### src/rtl/t06_snake_pkg.sv
// Shared types and defaults for the snake body block.
//   dir_t       : heading encoding, matches the dir_req port encoding
//   state_t     : game FSM states
//   EMPTY_COORD : value parked in unused segment slots (never a legal cell)
//   opposite_dir: the 180-degree reversal of a heading
package t06_snake_pkg;

    typedef enum logic [1:0] {
        UP    = 2'b00,
        DOWN  = 2'b01,
        LEFT  = 2'b10,
        RIGHT = 2'b11
    } dir_t;

    typedef enum logic [1:0] {
        IDLE = 2'b00,
        RUN  = 2'b01,
        DEAD = 2'b10
    } state_t;

    localparam logic [3:0] EMPTY_COORD  = 4'hF;
    localparam int         MAX_LENGTH_DEF = 30;
    localparam int         GRID_MAX_DEF   = 14;

    // UP<->DOWN and LEFT<->RIGHT differ only in bit 0.
    function automatic dir_t opposite_dir(input dir_t d);
        return dir_t'(d ^ 2'b01);
    endfunction

endpackage

### src/rtl/t06_snake_body_next_head.sv
// Combinational next-head calculator.
//   head_x/head_y : current head cell
//   heading       : current registered heading
//   dir_req       : requested heading (reversal is ignored)
//   next_head     : {y,x} of the cell entered on the next tick (head itself on wall)
//   heading_eff   : heading that the next tick will adopt
//   wall          : the step would leave 0..GRID_MAX
module t06_next_head_calc
    import t06_snake_pkg::*;
#(
    parameter int GRID_MAX = GRID_MAX_DEF
) (
    input  logic [3:0] head_x,
    input  logic [3:0] head_y,
    input  dir_t       heading,
    input  logic [1:0] dir_req,
    output logic [7:0] next_head,
    output dir_t       heading_eff,
    output logic       wall
);

    localparam logic [3:0] GMAX = 4'(GRID_MAX);

    logic [3:0] step_x;
    logic [3:0] step_y;

    always_comb begin
        heading_eff = (dir_t'(dir_req) == opposite_dir(heading)) ? heading : dir_t'(dir_req);
        step_x = head_x;
        step_y = head_y;
        wall   = 1'b0;
        case (heading_eff)
            UP: begin
                wall   = (head_y == 4'd0);
                step_y = head_y - 4'd1;
            end
            DOWN: begin
                wall   = (head_y == GMAX);
                step_y = head_y + 4'd1;
            end
            LEFT: begin
                wall   = (head_x == 4'd0);
                step_x = head_x - 4'd1;
            end
            RIGHT: begin
                wall   = (head_x == GMAX);
                step_x = head_x + 4'd1;
            end
            default: wall = 1'b0;
        endcase
        // On a wall the head stays put so the collision unit sees a legal cell.
        next_head = wall ? {head_y, head_x} : {step_y, step_x};
    end

endmodule

### src/rtl/t06_snake_body.sv
// Snake body owner: segment array, heading, length/grow bookkeeping and
// the IDLE/RUN/DEAD game FSM.
//   clk, rst      : clock, synchronous active-high reset
//   tick          : move strobe (only acted on in RUN)
//   dir_req       : requested heading
//   grow          : apple-eaten pulse, remembered until the next RUN tick
//   start         : IDLE->RUN, DEAD->IDLE with reset layout
//   collision     : combinational result from the collision unit
//   next_head     : {y,x} cell the head enters on the next tick
//   body_x/body_y : slot i coordinate at [i*4 +: 4], slot 0 = head
//   length        : live segments including head
//   game_over     : high while DEAD
module t06_snake_body
    import t06_snake_pkg::*;
#(
    parameter int MAX_LENGTH  = MAX_LENGTH_DEF,
    parameter int INIT_LENGTH = 3,
    parameter int GRID_MAX    = GRID_MAX_DEF,
    parameter int START_X     = 7,
    parameter int START_Y     = 7
) (
    input  logic                    clk,
    input  logic                    rst,
    input  logic                    tick,
    input  logic [1:0]              dir_req,
    input  logic                    grow,
    input  logic                    start,
    input  logic                    collision,
    output logic [7:0]              next_head,
    output logic [MAX_LENGTH*4-1:0] body_x,
    output logic [MAX_LENGTH*4-1:0] body_y,
    output logic [4:0]              length,
    output logic                    game_over
);

    localparam logic [4:0] LEN_MAX  = 5'(MAX_LENGTH);
    localparam logic [4:0] LEN_INIT = 5'(INIT_LENGTH);

    logic [3:0] slot_x [MAX_LENGTH];
    logic [3:0] slot_y [MAX_LENGTH];
    state_t     state;
    dir_t       heading;
    dir_t       heading_eff;
    logic [4:0] len_q;
    logic       grow_pend;
    logic       wall;
    logic       grow_ok;
    logic       reload;

    t06_next_head_calc #(.GRID_MAX(GRID_MAX)) u_next_head (
        .head_x     (slot_x[0]),
        .head_y     (slot_y[0]),
        .heading    (heading),
        .dir_req    (dir_req),
        .next_head  (next_head),
        .heading_eff(heading_eff),
        .wall       (wall)
    );

    // A grow arriving with the tick counts for that tick.
    assign grow_ok = (grow_pend | grow) && (len_q < LEN_MAX);
    assign reload  = rst || (state == DEAD && start);

    always_ff @(posedge clk) begin
        if (reload) begin
            state     <= IDLE;
            heading   <= RIGHT;
            len_q     <= LEN_INIT;
            grow_pend <= 1'b0;
            game_over <= 1'b0;
            for (int i = 0; i < MAX_LENGTH; i++) begin
                if (i < INIT_LENGTH) begin
                    slot_x[i] <= 4'(START_X - i);
                    slot_y[i] <= 4'(START_Y);
                end else begin
                    slot_x[i] <= EMPTY_COORD;
                    slot_y[i] <= EMPTY_COORD;
                end
            end
        end else begin
            if (grow) grow_pend <= 1'b1;
            case (state)
                IDLE: if (start) state <= RUN;
                RUN: begin
                    if (tick) begin
                        if (collision || wall) begin
                            // Body, length and heading stay frozen for the post-mortem view.
                            state     <= DEAD;
                            game_over <= 1'b1;
                        end else begin
                            heading   <= heading_eff;
                            grow_pend <= 1'b0;
                            slot_x[0] <= next_head[3:0];
                            slot_y[0] <= next_head[7:4];
                            // Shift; when not growing the slot just past the old tail is
                            // vacated. At full length the old tail simply falls off the end.
                            for (int i = 1; i < MAX_LENGTH; i++) begin
                                if (!grow_ok && i == int'(len_q)) begin
                                    slot_x[i] <= EMPTY_COORD;
                                    slot_y[i] <= EMPTY_COORD;
                                end else begin
                                    slot_x[i] <= slot_x[i-1];
                                    slot_y[i] <= slot_y[i-1];
                                end
                            end
                            if (grow_ok) len_q <= len_q + 5'd1;
                        end
                    end
                end
                DEAD:    game_over <= 1'b1;
                default: state <= IDLE;
            endcase
        end
    end

    assign length = len_q;

    for (genvar g = 0; g < MAX_LENGTH; g++) begin : g_flat
        assign body_x[g*4 +: 4] = slot_x[g];
        assign body_y[g*4 +: 4] = slot_y[g];
    end

endmodule
### config.mk
export PLATFORM = sky130hd
export DESIGN_NAME = t06_snake_body
export DESIGN_NICKNAME = d
export VERILOG_FILES = /design/src/rtl/t06_snake_pkg.sv /design/src/rtl/t06_snake_body_next_head.sv /design/src/rtl/t06_snake_body.sv
export SDC_FILE = /design/constraint.sdc
export NUM_CORES = 1
export LEC_CHECK = 0
export ABC_AREA = 1
export BUFFER_PORTS_ARGS = -buffer_cell sky130_fd_sc_hd__buf_4
export CORE_ASPECT_RATIO = 0.9
export CORE_UTILIZATION = 41
export DETAILED_ROUTE_END_ITERATION = 6
export PLACE_DENSITY = 0.66
export SETUP_SLACK_MARGIN = 0.1
export SLEW_MARGIN = 10
export SYNTH_ARGS = -nofsm -noshare
export SYNTH_HDL_FRONTEND = slang
export SYNTH_SLANG_ARGS = --single-unit
### constraint.sdc
create_clock -name clk -period 3 [get_ports clk]
set_input_delay 0.45 -clock clk [delete_from_list [all_inputs] [get_ports clk]]
set_output_delay 0.45 -clock clk [all_outputs]
set_load 0.1 [all_outputs]
---- Word-level counts from Yosys, hierarchy flattened ----
Memories as Yosys holds them, arrays and structs flattened.
Index checks and enable logic that the tools add are counted.
operators by class
  $add $sub $neg .......................... 5
  order comparisons ....................... 1
  equality and inequality tests ........... 40
  multiplexer cells ....................... 489
  bitwise gates (word level) .............. 122
  reductions and logical operators ........ 43
operators with widths
  cell                                                                count
  4-bit two-way mux                                                   118
  1-bit two-way mux                                                   361
  1-bit bitwise OR                                                    119
  5-bit == test, first input constant                                 16
  4-bit by 5-bit == test with 1-bit output, first input constant      8
  1-bit logical AND                                                   31
  3-bit by 5-bit == test with 1-bit output, first input constant      4
  4-bit one-hot mux with 2 select lines                               2
  4-bit by 1-bit adder with 4-bit output, second input constant       2
  4-bit == test, second input constant                                2
  4-bit logical NOT                                                   2
  2-bit two-way mux                                                   4
  8-bit two-way mux                                                   1
  4-bit AND reduction                                                 2
  4-bit by 1-bit subtractor with 4-bit output, second input constant  2
  2-bit == test, second input constant                                3
  2-bit != test, second input constant                                3
  2-bit one-hot mux with 3 select lines                               1
  3-bit AND reduction                                                 2
  5-bit by 1-bit adder with 5-bit output, second input constant       1
  2-bit by 5-bit == test with 1-bit output, first input constant      1
  5-bit < comparator, second input constant                           1
  2-bit by 1-bit == test with 1-bit output, second input constant     2
  2-bit logical NOT                                                   2
  other kinds (7)                                                     10
storage, ports and cells
  bits in registers ....................... 11
  bits in writable memories ............... 240
  input port bits ......................... 8
  output and inout port bits .............. 254
  logic and storage cells ................. 707
  memories kept ........................... 2
memory list
  memory  depth  width  rd ports  clocked after memory_dff  wr ports  line                  text
  slot_x  30     4      30        0                         30        t06_snake_body.sv:39  logic [3:0] slot_x [MAX_LENGTH];
  slot_y  30     4      30        0                         30        t06_snake_body.sv:40  logic [3:0] slot_y [MAX_LENGTH];

---- Depth between registers and ports, before layout ----
Gate-level depths: netlist of the first run.
  depth in word-level cells ............... 13
  depth in mapped cells ................... 16
  gate-level depth less buffers ........... 15

---- Hierarchy ----
From an unflattened synthesis of the first run, not the netlist that was laid out.
second synthesis, totals
  cell total of the unflattened synthesis .. 1090
  area, all modules ....................... 11678.7 um2
by module, submodules not included
  module              instances  cells an instance  area each (um2)  sequential area each (um2)
  t06_snake_body      1          998                11141.9          7427.1
  t06_next_head_calc  1          92                 536.8            0.0

---- Worst setup path after synthesis of the first run ----
OpenSTA, ideal clock, no wires.
  path type ............................... flip-flop to output port
  from .................................... memory slot_y[0][0]
  to ...................................... output port next_head[4]
  arrival time ............................ 3.410 ns
  required time ........................... 2.550 ns
  path slack .............................. -0.860 ns
  cell stages (with the launch flop) ...... 3
  buffers on the path ..................... 0
  cells stage by stage .................... edfxtp_1 > inv_1 > o21ai_0
RTL lines
  item             line                  text
  start, declared  t06_snake_body.sv:40
  end, declared    t06_snake_body.sv:29  output logic [7:0] next_head,

---- Worst setup path after layout of the first run ----
  from .................................... register heading[1]
  to ...................................... output port next_head[7]
between the ends
  longest elaborated chain between the ends .. 5
  elaborated cells between the ends (all ways) .. 9
  those cells by class .................... 4 x eq/ne; 4 x mux; 1 x reduce/logical
ends and longest elaborated chain
  item                                                                                            line                            text
  start, declared                                                                                 t06_snake_body.sv:42            dir_t heading;
  start signal, assigned                                                                          t06_snake_body.sv:91            heading <= heading_eff;
  2-bit == test                                                                                   t06_snake_body_next_head.sv:28  heading_eff = (dir_t'(dir_req) == opposite_dir(heading)) ? heading : dir_t'(dir_req);
  2-bit two-way mux *                                                                             t06_snake_body_next_head.sv:28
  2-bit == test, or another cell as far along                                                     t06_snake_body_next_head.sv:32  case (heading_eff)
  1-bit one-hot mux with 4 select lines or 4-bit one-hot mux with 2 select lines (tied branches)  t06_snake_body_next_head.sv:32
  8-bit two-way mux *                                                                             t06_snake_body_next_head.sv:52  next_head = wall ? {head_y, head_x} : {step_y, step_x};
Every way passes the cells marked *; elsewhere a longest branch is shown, timed or not.

==> results.txt, run 1 <==
- The final layout contains 1321 nets.
- Drc violations: 0
- For this design, the CTS-stage hold fixing added 0 buffers.
- Fmax achieved: around 0.35 GHz
* Leakage Power: about 6.6 nW
- Crit. End Element: output pin
- The worst path in the final design needs a cycle of 2.84 ns, including I/O delays and setup.
* Final cell area excluding filler cells: 15100 µm²
- Post-Syn Area: 11800 µm²
- Counting the fill cells in the layout gives about 2400.
* Total vias in the final route: roughly 8400
- Rel. slew slack: 0.611
- After legalization and detailed placement, the total HPWL measured 21900 µm.
- Arrival time at the worst endpoint: ~2.4 ns
- Yosys printed 0 warnings.
* Layout cell share with drive strength beyond 1: 0.357
- The largest single stage delay on the critical path is around 0.37 ns.
- Maximum buffer depth of the clock tree: 3
- Across the run, the number of max-cap violations was 0.
- From bottom edge to top edge, the die measures between 150 and 200 µm.
* CTS tree: done
- Result of the run: finished clean
* Number of synthesized register bits: ~250
- Period Utilization, post-route: 0.945
- The pre-antenna-repair detailed-routing pass consisted of 5 iterations.
- After detailed placement, the total cell area comes to 14200 µm².
- The tree is rooted in a sky130_fd_sc_hd__clkbuf_16.
- In this run the tool buffered the top-level ports with 261 buffer cells.
- DIE AREA: 29500 µm²
- Pins over their slew limit: 0
- In this run the mean area of a mapped cell was around 11 µm².
- The worst setup path is launched from a flip-flop.
* Core outline area: around 28000 µm²
* Initial Utilization: 0.420
- At the worst endpoint, the required time is roughly 2.6 ns.
- Counting both buffers and inverters, the worst setup path holds a total of 3.
* Wire length of the first global-routing pass: between 40000 and 50000 µm
- Count of routing violations after the opening detailed-route iteration: 647
- Start point of the worst hold path: grow
- Setup Skew: 0.0170 ns
- On the critical path the largest part of the delay comes from simple AND/OR/NAND/NOR gates.
* Initial antenna violation count: 0
- Final setup violation count: 0
- Entering global routing, the biggest net connects a little over 60 pins.
* Final count of hold timing violations: 0
- Using the TritonRoute via totals, the vias-per-cell ratio works out to roughly 5.
- Setup_tns: 0 ns
- Power density over the cells: roughly 500 nW/µm²
- The worst path meets setup with about 0.16 ns of slack.
- In this run the worst setup path begins at heading[1].
- In this run the number of H-tree levels came out at 1.
* Fin Hold WS: 0.167 ns
* Most frequent cell on the critical path: sky130_fd_sc_hd__nand2_2
- Worst-case vdd ir drop: between 400 and 500 µV
- Crit Reg-Reg Startpoint: heading[1]
- On the critical path, the stage with the largest delay is an instance of sky130_fd_sc_hd__dfxtp_4.
- Number of antenna repair diodes: 0
- Clock-pin slew was measured on the worst setup and hold paths at ~0.06 ns.
* Number of primary I/O pins: around 260
* Setup repair after global routing missed its margin: true
- Once detail routing completed, the nets flagged for antenna violations numbered 0.
* DIE WIDTH: 181 µm
- Across every metal layer, demand over resource in global routing totals 0.195.
- For the pin with the worst max-slew slack, the measured transition is just under 0.6 ns.
* Total grt overflow: 0
* Type of the setup path with the least slack: flip-flop to output pin
* Clock sink total: about 250
- Worst-skew pair later-pin latency: roughly 0.52 ns
- Row count: 58
- Area growth from synthesis to final layout: 28.3%
* Hold Path Class: input port to flip-flop
- Post-Route WL: about 29000 µm
- GPL Wtd Cong: approximately 0.83
- The number of global-route vias before repair was around 8000.
- Count of different cell masters after synthesis: 33
- Post-synthesis cell count: 1033
- For this run, the register share of the synthesized area comes to 0.629.
- Number of buffers created by CTS: 27
* Post-Place Worst Slack: 0.173 ns
- After detailed routing, the average wire length per cell comes to roughly 17 µm.
- Post-Synthesis Net Count: 1051
- Ordered cell list for the critical path: inv_2, nand2_2, nand3_2, nand2_4, nand2_4, ha_4, nand3_1, nand2_2, xor2_2, o21bai_1, nand2_2, clkinvlp_4, buf_12
* Worst-path fanout max: 4
## cell families after synthesis
logic type,synth area share
AND/OR/NAND/NOR,0.247
buffers and inverters,0.0998
AO/OA/AOI/OAI,0.00838
flip-flops,0.629
XOR/XNOR,0.00371
adder cells (fa/ha/maj),0.0119
## layout make-up
class	instances	area (µm²)	share of cell area
timing repair buffer	289	2260	0.149
clock buffer	32	694	0.0459
tap	360	450	0.0298
multi-input combinational	484	3250	0.215
sequential	251	7430	0.491
inverter	250	955	0.0631
clock inverter	15	97.6	0.00645
## synth_stat cells
master	instances	area, µm²
sky130_fd_sc_hd__buf_4	2	15.0
sky130_fd_sc_hd__and3_1	1	6.26
sky130_fd_sc_hd__a31oi_1	1	6.26
sky130_fd_sc_hd__nand2_1	78	293
sky130_fd_sc_hd__nor2_8	10	200
sky130_fd_sc_hd__a21oi_1	12	60.1
sky130_fd_sc_hd__xnor2_1	1	8.76
sky130_fd_sc_hd__nand3_4	11	193
sky130_fd_sc_hd__nor2_1	34	128
sky130_fd_sc_hd__nand2_2	3	18.8
sky130_fd_sc_hd__o21ai_0	4	20.0
sky130_fd_sc_hd__nor3_1	2	10.0
sky130_fd_sc_hd__o21ai_1	1	5.00
sky130_fd_sc_hd__buf_6	3	33.8
sky130_fd_sc_hd__inv_6	1	8.76
sky130_fd_sc_hd__buf_2	6	30.0
sky130_fd_sc_hd__o21bai_1	1	7.51
sky130_fd_sc_hd__inv_2	6	22.5
sky130_fd_sc_hd__edfxtp_1	240	7210
sky130_fd_sc_hd__xor2_1	4	35.0
sky130_fd_sc_hd__buf_1	10	37.5
sky130_fd_sc_hd__nand3_1	175	876
sky130_fd_sc_hd__nand4_1	22	138
sky130_fd_sc_hd__nand3_2	85	851
sky130_fd_sc_hd__buf_12	1	20.0
sky130_fd_sc_hd__inv_1	243	912
sky130_fd_sc_hd__nor2_2	17	106
sky130_fd_sc_hd__ha_1	8	100
sky130_fd_sc_hd__nand3b_1	11	82.6
sky130_fd_sc_hd__nand2_4	1	11.3
sky130_fd_sc_hd__fa_1	2	40.0
sky130_fd_sc_hd__dfxtp_1	11	220
sky130_fd_sc_hd__clkbuf_1	26	97.6
## state kept, by name, summed over array words and instances, names as in the netlist
register	count
state	2
grow_pend	1
slot_x	120
length	5
heading	2
game_over	1
slot_y	120
## timing repair
item / CTS / global route
buffers inserted: 2 / 4
endpoints found under the hold margin: 0 / 0
resized for setup: 13 / 11
pin swaps: 1 / 8
cloned: 0 / 0
setup endpoints to repair: 4 / 6
## layout by cell type (no fill, tap or decap), types with 3 or more instances in the layout
cell / n
sky130_fd_sc_hd__buf_4: 279
sky130_fd_sc_hd__inv_1: 241
sky130_fd_sc_hd__edfxtp_1: 240
sky130_fd_sc_hd__nand3_1: 175
sky130_fd_sc_hd__nand3_2: 85
sky130_fd_sc_hd__nand2_1: 72
sky130_fd_sc_hd__nor2_1: 34
sky130_fd_sc_hd__clkbuf_16: 27
sky130_fd_sc_hd__nand4_1: 22
sky130_fd_sc_hd__nor2_2: 17
sky130_fd_sc_hd__nand3b_1: 11
sky130_fd_sc_hd__nand3_4: 11
sky130_fd_sc_hd__nor2_8: 10
sky130_fd_sc_hd__dfxtp_1: 10
sky130_fd_sc_hd__a21oi_1: 9
sky130_fd_sc_hd__nand2_2: 8
sky130_fd_sc_hd__ha_1: 7
sky130_fd_sc_hd__clkinv_1: 7
sky130_fd_sc_hd__inv_2: 6
sky130_fd_sc_hd__buf_12: 6
sky130_fd_sc_hd__clkinv_2: 5
sky130_fd_sc_hd__clkbuf_1: 5
sky130_fd_sc_hd__o21ai_1: 4
sky130_fd_sc_hd__buf_6: 4
sky130_fd_sc_hd__a21oi_2: 3
sky130_fd_sc_hd__xor2_1: 3
## worst reg2reg max path: stages, from the launching register on
cell	delay [ns]
sky130_fd_sc_hd__dfxtp_4	0.37
sky130_fd_sc_hd__inv_2	0.05
sky130_fd_sc_hd__nand2_2	0.07
sky130_fd_sc_hd__nand3_2	0.09
sky130_fd_sc_hd__nand2_4	0.10
sky130_fd_sc_hd__buf_4	0.11
sky130_fd_sc_hd__buf_4	0.09
sky130_fd_sc_hd__nand3_2	0.07
sky130_fd_sc_hd__nand3_4	0.11
sky130_fd_sc_hd__nand3_2	0.42
sky130_fd_sc_hd__buf_4	0.37
sky130_fd_sc_hd__nand2_1	0.30
## report_power, final
group / switching (mW) / total, mW / internal (mW)
Clock: 1.32 / 3.04 / 1.72
Combinational: 0.515 / 0.660 / 0.145
Sequential: 0.0131 / 3.87 / 3.85
Total: 1.85 / 7.57 / 5.72
## routing by layer
layer  track usage  part of all wire
met1         0.266              0.44
met2         0.313              0.46
met3        0.0447             0.073
met4        0.0490             0.025
met5             0                 0
## stage by stage
stage / utilization / instances / power (mW)
2_1_floorplan: - / 1033 / 4.43
3_3_place_gp: 0.506 / 1628 / 4.57
3_5_place_dp: 0.506 / 1628 / 4.58
4_1_cts: 0.536 / 1677 / 7.63
5_1_grt: 0.539 / 1681 / 7.81
6_report: 0.539 / 1681 / 7.57
## path summary, 6_finish.rpt
kind,cells past startpoint,end,slack (ns)
setup / recovery,13,next_head[7],0.16
hold / removal,3,grow_pend,0.17
setup reg to reg,11,slot_y[1][26],0.49
hold reg to reg,2,grow_pend,0.47
No activity file was read; power rests on OpenSTA's default activity.
==> run 2, diff against run 1 <==
PLACE_DENSITY = 0.69   (was 0.66)
clock period = 2.4 ns   (was 3 ns; I/O delays follow)
==> run 2 against run 1 <==
Against the previous run:
- the run now ends with setup timing left
- core utilization is 6.1 points higher
- register-to-register slack worse by 0.55 ns
- largest power group unchanged
- clock skew is 0.0039 ns lower
- design area is 11% higher
- first-iteration DRC count is 29% lower
- critical endpoint unchanged
- critical path depth is 1 higher
- worst hold slack worse by 0.063 ns
==> results.txt, run 2 (synthesis results as in run 1) <==
- Result of the run: complete, but fails checks (was finished clean)
- Violated checks: setup timing
* Crit. End Element: output pin (unchanged)
- Number of levels in the clock H-tree: 1 (unchanged)
* Antenna-violating nets left: 0 (unchanged)
* Power after layout: 9.94 mW (was 7.57 mW)
- Half-perimeter wire length of the detailed placement result: 21900 µm (about the same)
- Maximum cell stage delay along the critical path: 0.36 ns (was 0.37 ns)
* Placed cell count: 1638 (was 1628)
- The maximum clock skew at final layout came to 0.0131 ns (was 0.0170 ns).
* Clock sink total: 251 (unchanged)
* Rel. slew slack: 0.642 (was 0.611)
* Worst-case vdd ir drop: 482 µV (was 404 µV)
* GR Util All Layers: 0.199 (was 0.195)
- GPL Wtd Cong: 0.832 (was 0.827)
- Number of antenna repair diodes: 0 (unchanged)
* Most frequent cell on the critical path: sky130_fd_sc_hd__nand2_4 (was sky130_fd_sc_hd__nand2_2)
- The cell type group with the largest total delay on the critical path was simple AND/OR/NAND/NOR gates (unchanged).
* Total vias in the final route: 8409 (was 8354)
* Final count of hold timing violations: 0 (unchanged)
- The largest net degree at the start of global routing was 58 (was 61).
* Post-DR wirelength/cell: 17.6 µm (was 17.3 µm)
- Area growth from synthesis to final layout: 42.7% (was 28.3%)
- Buffers added on ports: 261 (unchanged)
- The I/O pin count was 262 (unchanged).
* Pins over their slew limit: 0 (unchanged)
* Final setup violation count: 33 (was 0)
- The share of layout cells above drive strength 1 came to 0.495 (was 0.357).
- Leakage Power: 7.00 nW (was 6.61 nW)
- Type of the setup path with the least slack: flip-flop to output pin (unchanged)
- The via-per-instance ratio came to 4.91 (was 4.97).
- The number of buffers and inverters on the critical path was 3 (unchanged).
* Power density over the cells: 590 nW/µm² (was 500 nW/µm²)
- The largest fanout on the critical path was 4 (unchanged).
- Arrival time at the worst endpoint: 2.42 ns (was 2.39 ns)
- The number of global-route vias before repair is 8132 (was 8035).
* Ordered cell list for the critical path: buf_6, nand2_4, nand3_4, nand2_4, nand2_4, ha_1, nand3_1, nand2_1, xor2_1, nor2_1, nand2_1, nand2_2, clkinvlp_4, buf_12 (was inv_2, nand2_2, nand3_2, nand2_4, nand2_4, ha_4, nand3_1, nand2_2, xor2_2, o21bai_1, nand2_2, clkinvlp_4, buf_12)
- CP max stage cell: sky130_fd_sc_hd__dfxtp_4 (unchanged)
* Post-route worst setup slack: -0.381 ns (was 0.164 ns)
- The horizontal extent of the die was 181 µm (unchanged).
* First-pass DRT Iterations: 4 (was 5)
- Count of routing violations after the opening detailed-route iteration: 457 (was 647)
* Switching part of the total: 0.251 (was 0.244)
* Net count reported at finish: 1350 (was 1321)
* Startpoint kind of the worst setup timing path: flip-flop (unchanged)
- Number of standard cells in the layout, taps in and fillers out: 1713 (was 1681)
- Row count: 58 (unchanged)
* CTS Root Buffer Type: sky130_fd_sc_hd__clkbuf_16 (unchanged)
* Total grt overflow: 0 (unchanged)
- Initial Utilization: 0.420 (unchanged)
* Hold Path Class: input port to flip-flop (unchanged)
* DIE AREA: 29500 µm² (unchanged)
- The relative contribution of sequential cells to total power came to 0.486 (was 0.511).
* Drc violations: 0 (unchanged)
* Hold-fix buffers at CTS: 0 (unchanged)
* Clock transition time at the flip-flop clock pins of the worst setup and hold paths: 0.07 ns (was 0.06 ns)
- Internal power component: 7.45 mW (was 5.72 mW)
* Worst-skew pair later-pin latency: 0.54 ns (was 0.52 ns)
- Most common library cell in the layout ignoring fill and taps: sky130_fd_sc_hd__buf_4 (unchanged)
- Proportion of power drawn by combinational gates: 0.113 (was 0.087)
* Required time reported for the critical path endpoint: 2.04 ns (was 2.55 ns)
- The wire length reported by the detailed router was 30100 µm (was 29100 µm).
- Total net switching power: 2.50 mW (was 1.85 mW)
- Setup repair after global routing missed its margin: true (unchanged).
- Initial antenna violation count: 0 (unchanged)
* Maximum buffer depth of the clock tree: 3 (unchanged)
- CTS tree: done (unchanged)
* Worst Tran Pin Value: 0.535 ns (was 0.583 ns)
* Part of the power in the clock network: 0.401 (was 0.402)
- Subtracting the final worst setup slack from the clock period gives between 2 and 3 ns.
- Number of fillers in the final layout: 2260 (was 2440)
- Most frequent cells in the layout: sky130_fd_sc_hd__buf_4 (286), sky130_fd_sc_hd__edfxtp_1 (240), sky130_fd_sc_hd__inv_1 (236), sky130_fd_sc_hd__nand3_2 (170), sky130_fd_sc_hd__nand3_1 (70) (was sky130_fd_sc_hd__buf_4 (279), sky130_fd_sc_hd__inv_1 (241), sky130_fd_sc_hd__edfxtp_1 (240), sky130_fd_sc_hd__nand3_1 (175), sky130_fd_sc_hd__nand3_2 (85))
* Core outline area: 28100 µm² (unchanged)
* Period Utilization, post-route: 1.16
- Wire length of the first global-routing pass: 45500 µm (was 44900 µm)
- Fmax achieved: around 0.36 GHz
- The clock buffer count from CTS came to 27 (unchanged).
- The max-capacitance violation count was 0 (unchanged).
- Vertical die dimension: 163 µm (unchanged)
-- run 2: cell types whose count changed in the layout (fill, tap and decap cells not counted), sizes merged --
cell    change
bufinv      +1
buf        +27
clkbuf      +2
inv         -1
clkinv      +3
-- run 2: metrics by stage --
stage / cell area (µm²) / utilization / setup TNS [ns] / hold WS [ns] / setup WS [ns]
2_1_floorplan: 12500 / - / -32.28 / 0.436 / -0.326
3_3_place_gp: 15000 / 0.535 / -0.199 / 0.472 / -0.0667
3_5_place_dp: 15000 / 0.535 / -0.396 / 0.484 / -0.110
4_1_cts: 16100 / 0.573 / -1.96 / 0.0752 / -0.390
5_1_grt: 16800 / 0.600 / -14.35 / 0.121 / -0.500
6_report: 16800 / 0.600 / -2.30 / 0.105 / -0.381
-- run 2: power groups by stage --
stage | clock [mW] | sequential, mW | combinational (mW)
finish | 3.98 | 4.83 | 1.13
global route | 4.24 | 4.83 | 1.20
CTS | 4.06 | 4.83 | 1.02
detailed placement | 0 | 4.93 | 0.960
global placement | 0 | 4.93 | 0.943
floorplan | 0 | 5.01 | 0.674
-- run 2: cell type report --
type / instances / area [µm²] / area share
Multi-Input combinational cell: 484 / 4370 / 0.259
Inverter: 250 / 971 / 0.0577
Timing Repair Buffer: 318 / 2780 / 0.165
Sequential cell: 251 / 7440 / 0.442
Clock inverter: 18 / 148 / 0.00877
Clock buffer: 32 / 694 / 0.0412
Tap cell: 360 / 450 / 0.0267
-- run 2: repair_timing --
item                                    in CTS  in global routing
resized for setup                           50                 90
endpoints found under the setup margin       8                266
gates cloned                                 0                  2
pin swaps                                   26                 27
setup buffers                                4                 19
-- run 2: final timing paths --
kind                            startpoint             to  slack [ns]  cells after the start
worst min register to register    state[1]       state[0]        0.50                      1
worst max-delay path            heading[1]   next_head[7]       -0.38                     14
worst max register to register  heading[1]  slot_x[1][32]       -0.06                     16
worst min-delay path                  grow      grow_pend        0.10                      3
-- run 2: tightest hold or removal path, delay by kind of cell --
family	cells	cell delay, ns
AND/OR/NAND/NOR	2	0.17
buffers and inverters	1	0.08
-- run 2: layer usage --
| layer | share of wire | vias to the layer above | wire length [µm] | global-route usage |
|---|---|---|---|---|
| met5 | 0 | - | 0 | 0 |
| met4 | 0.019 | 0 | 561 | 0.0451 |
| met3 | 0.064 | 42 | 1940 | 0.0429 |
| met2 | 0.49 | 263 | 14800 | 0.328 |
| met1 | 0.42 | 4049 | 12800 | 0.268 |
| li1 | - | 4055 | - | - |
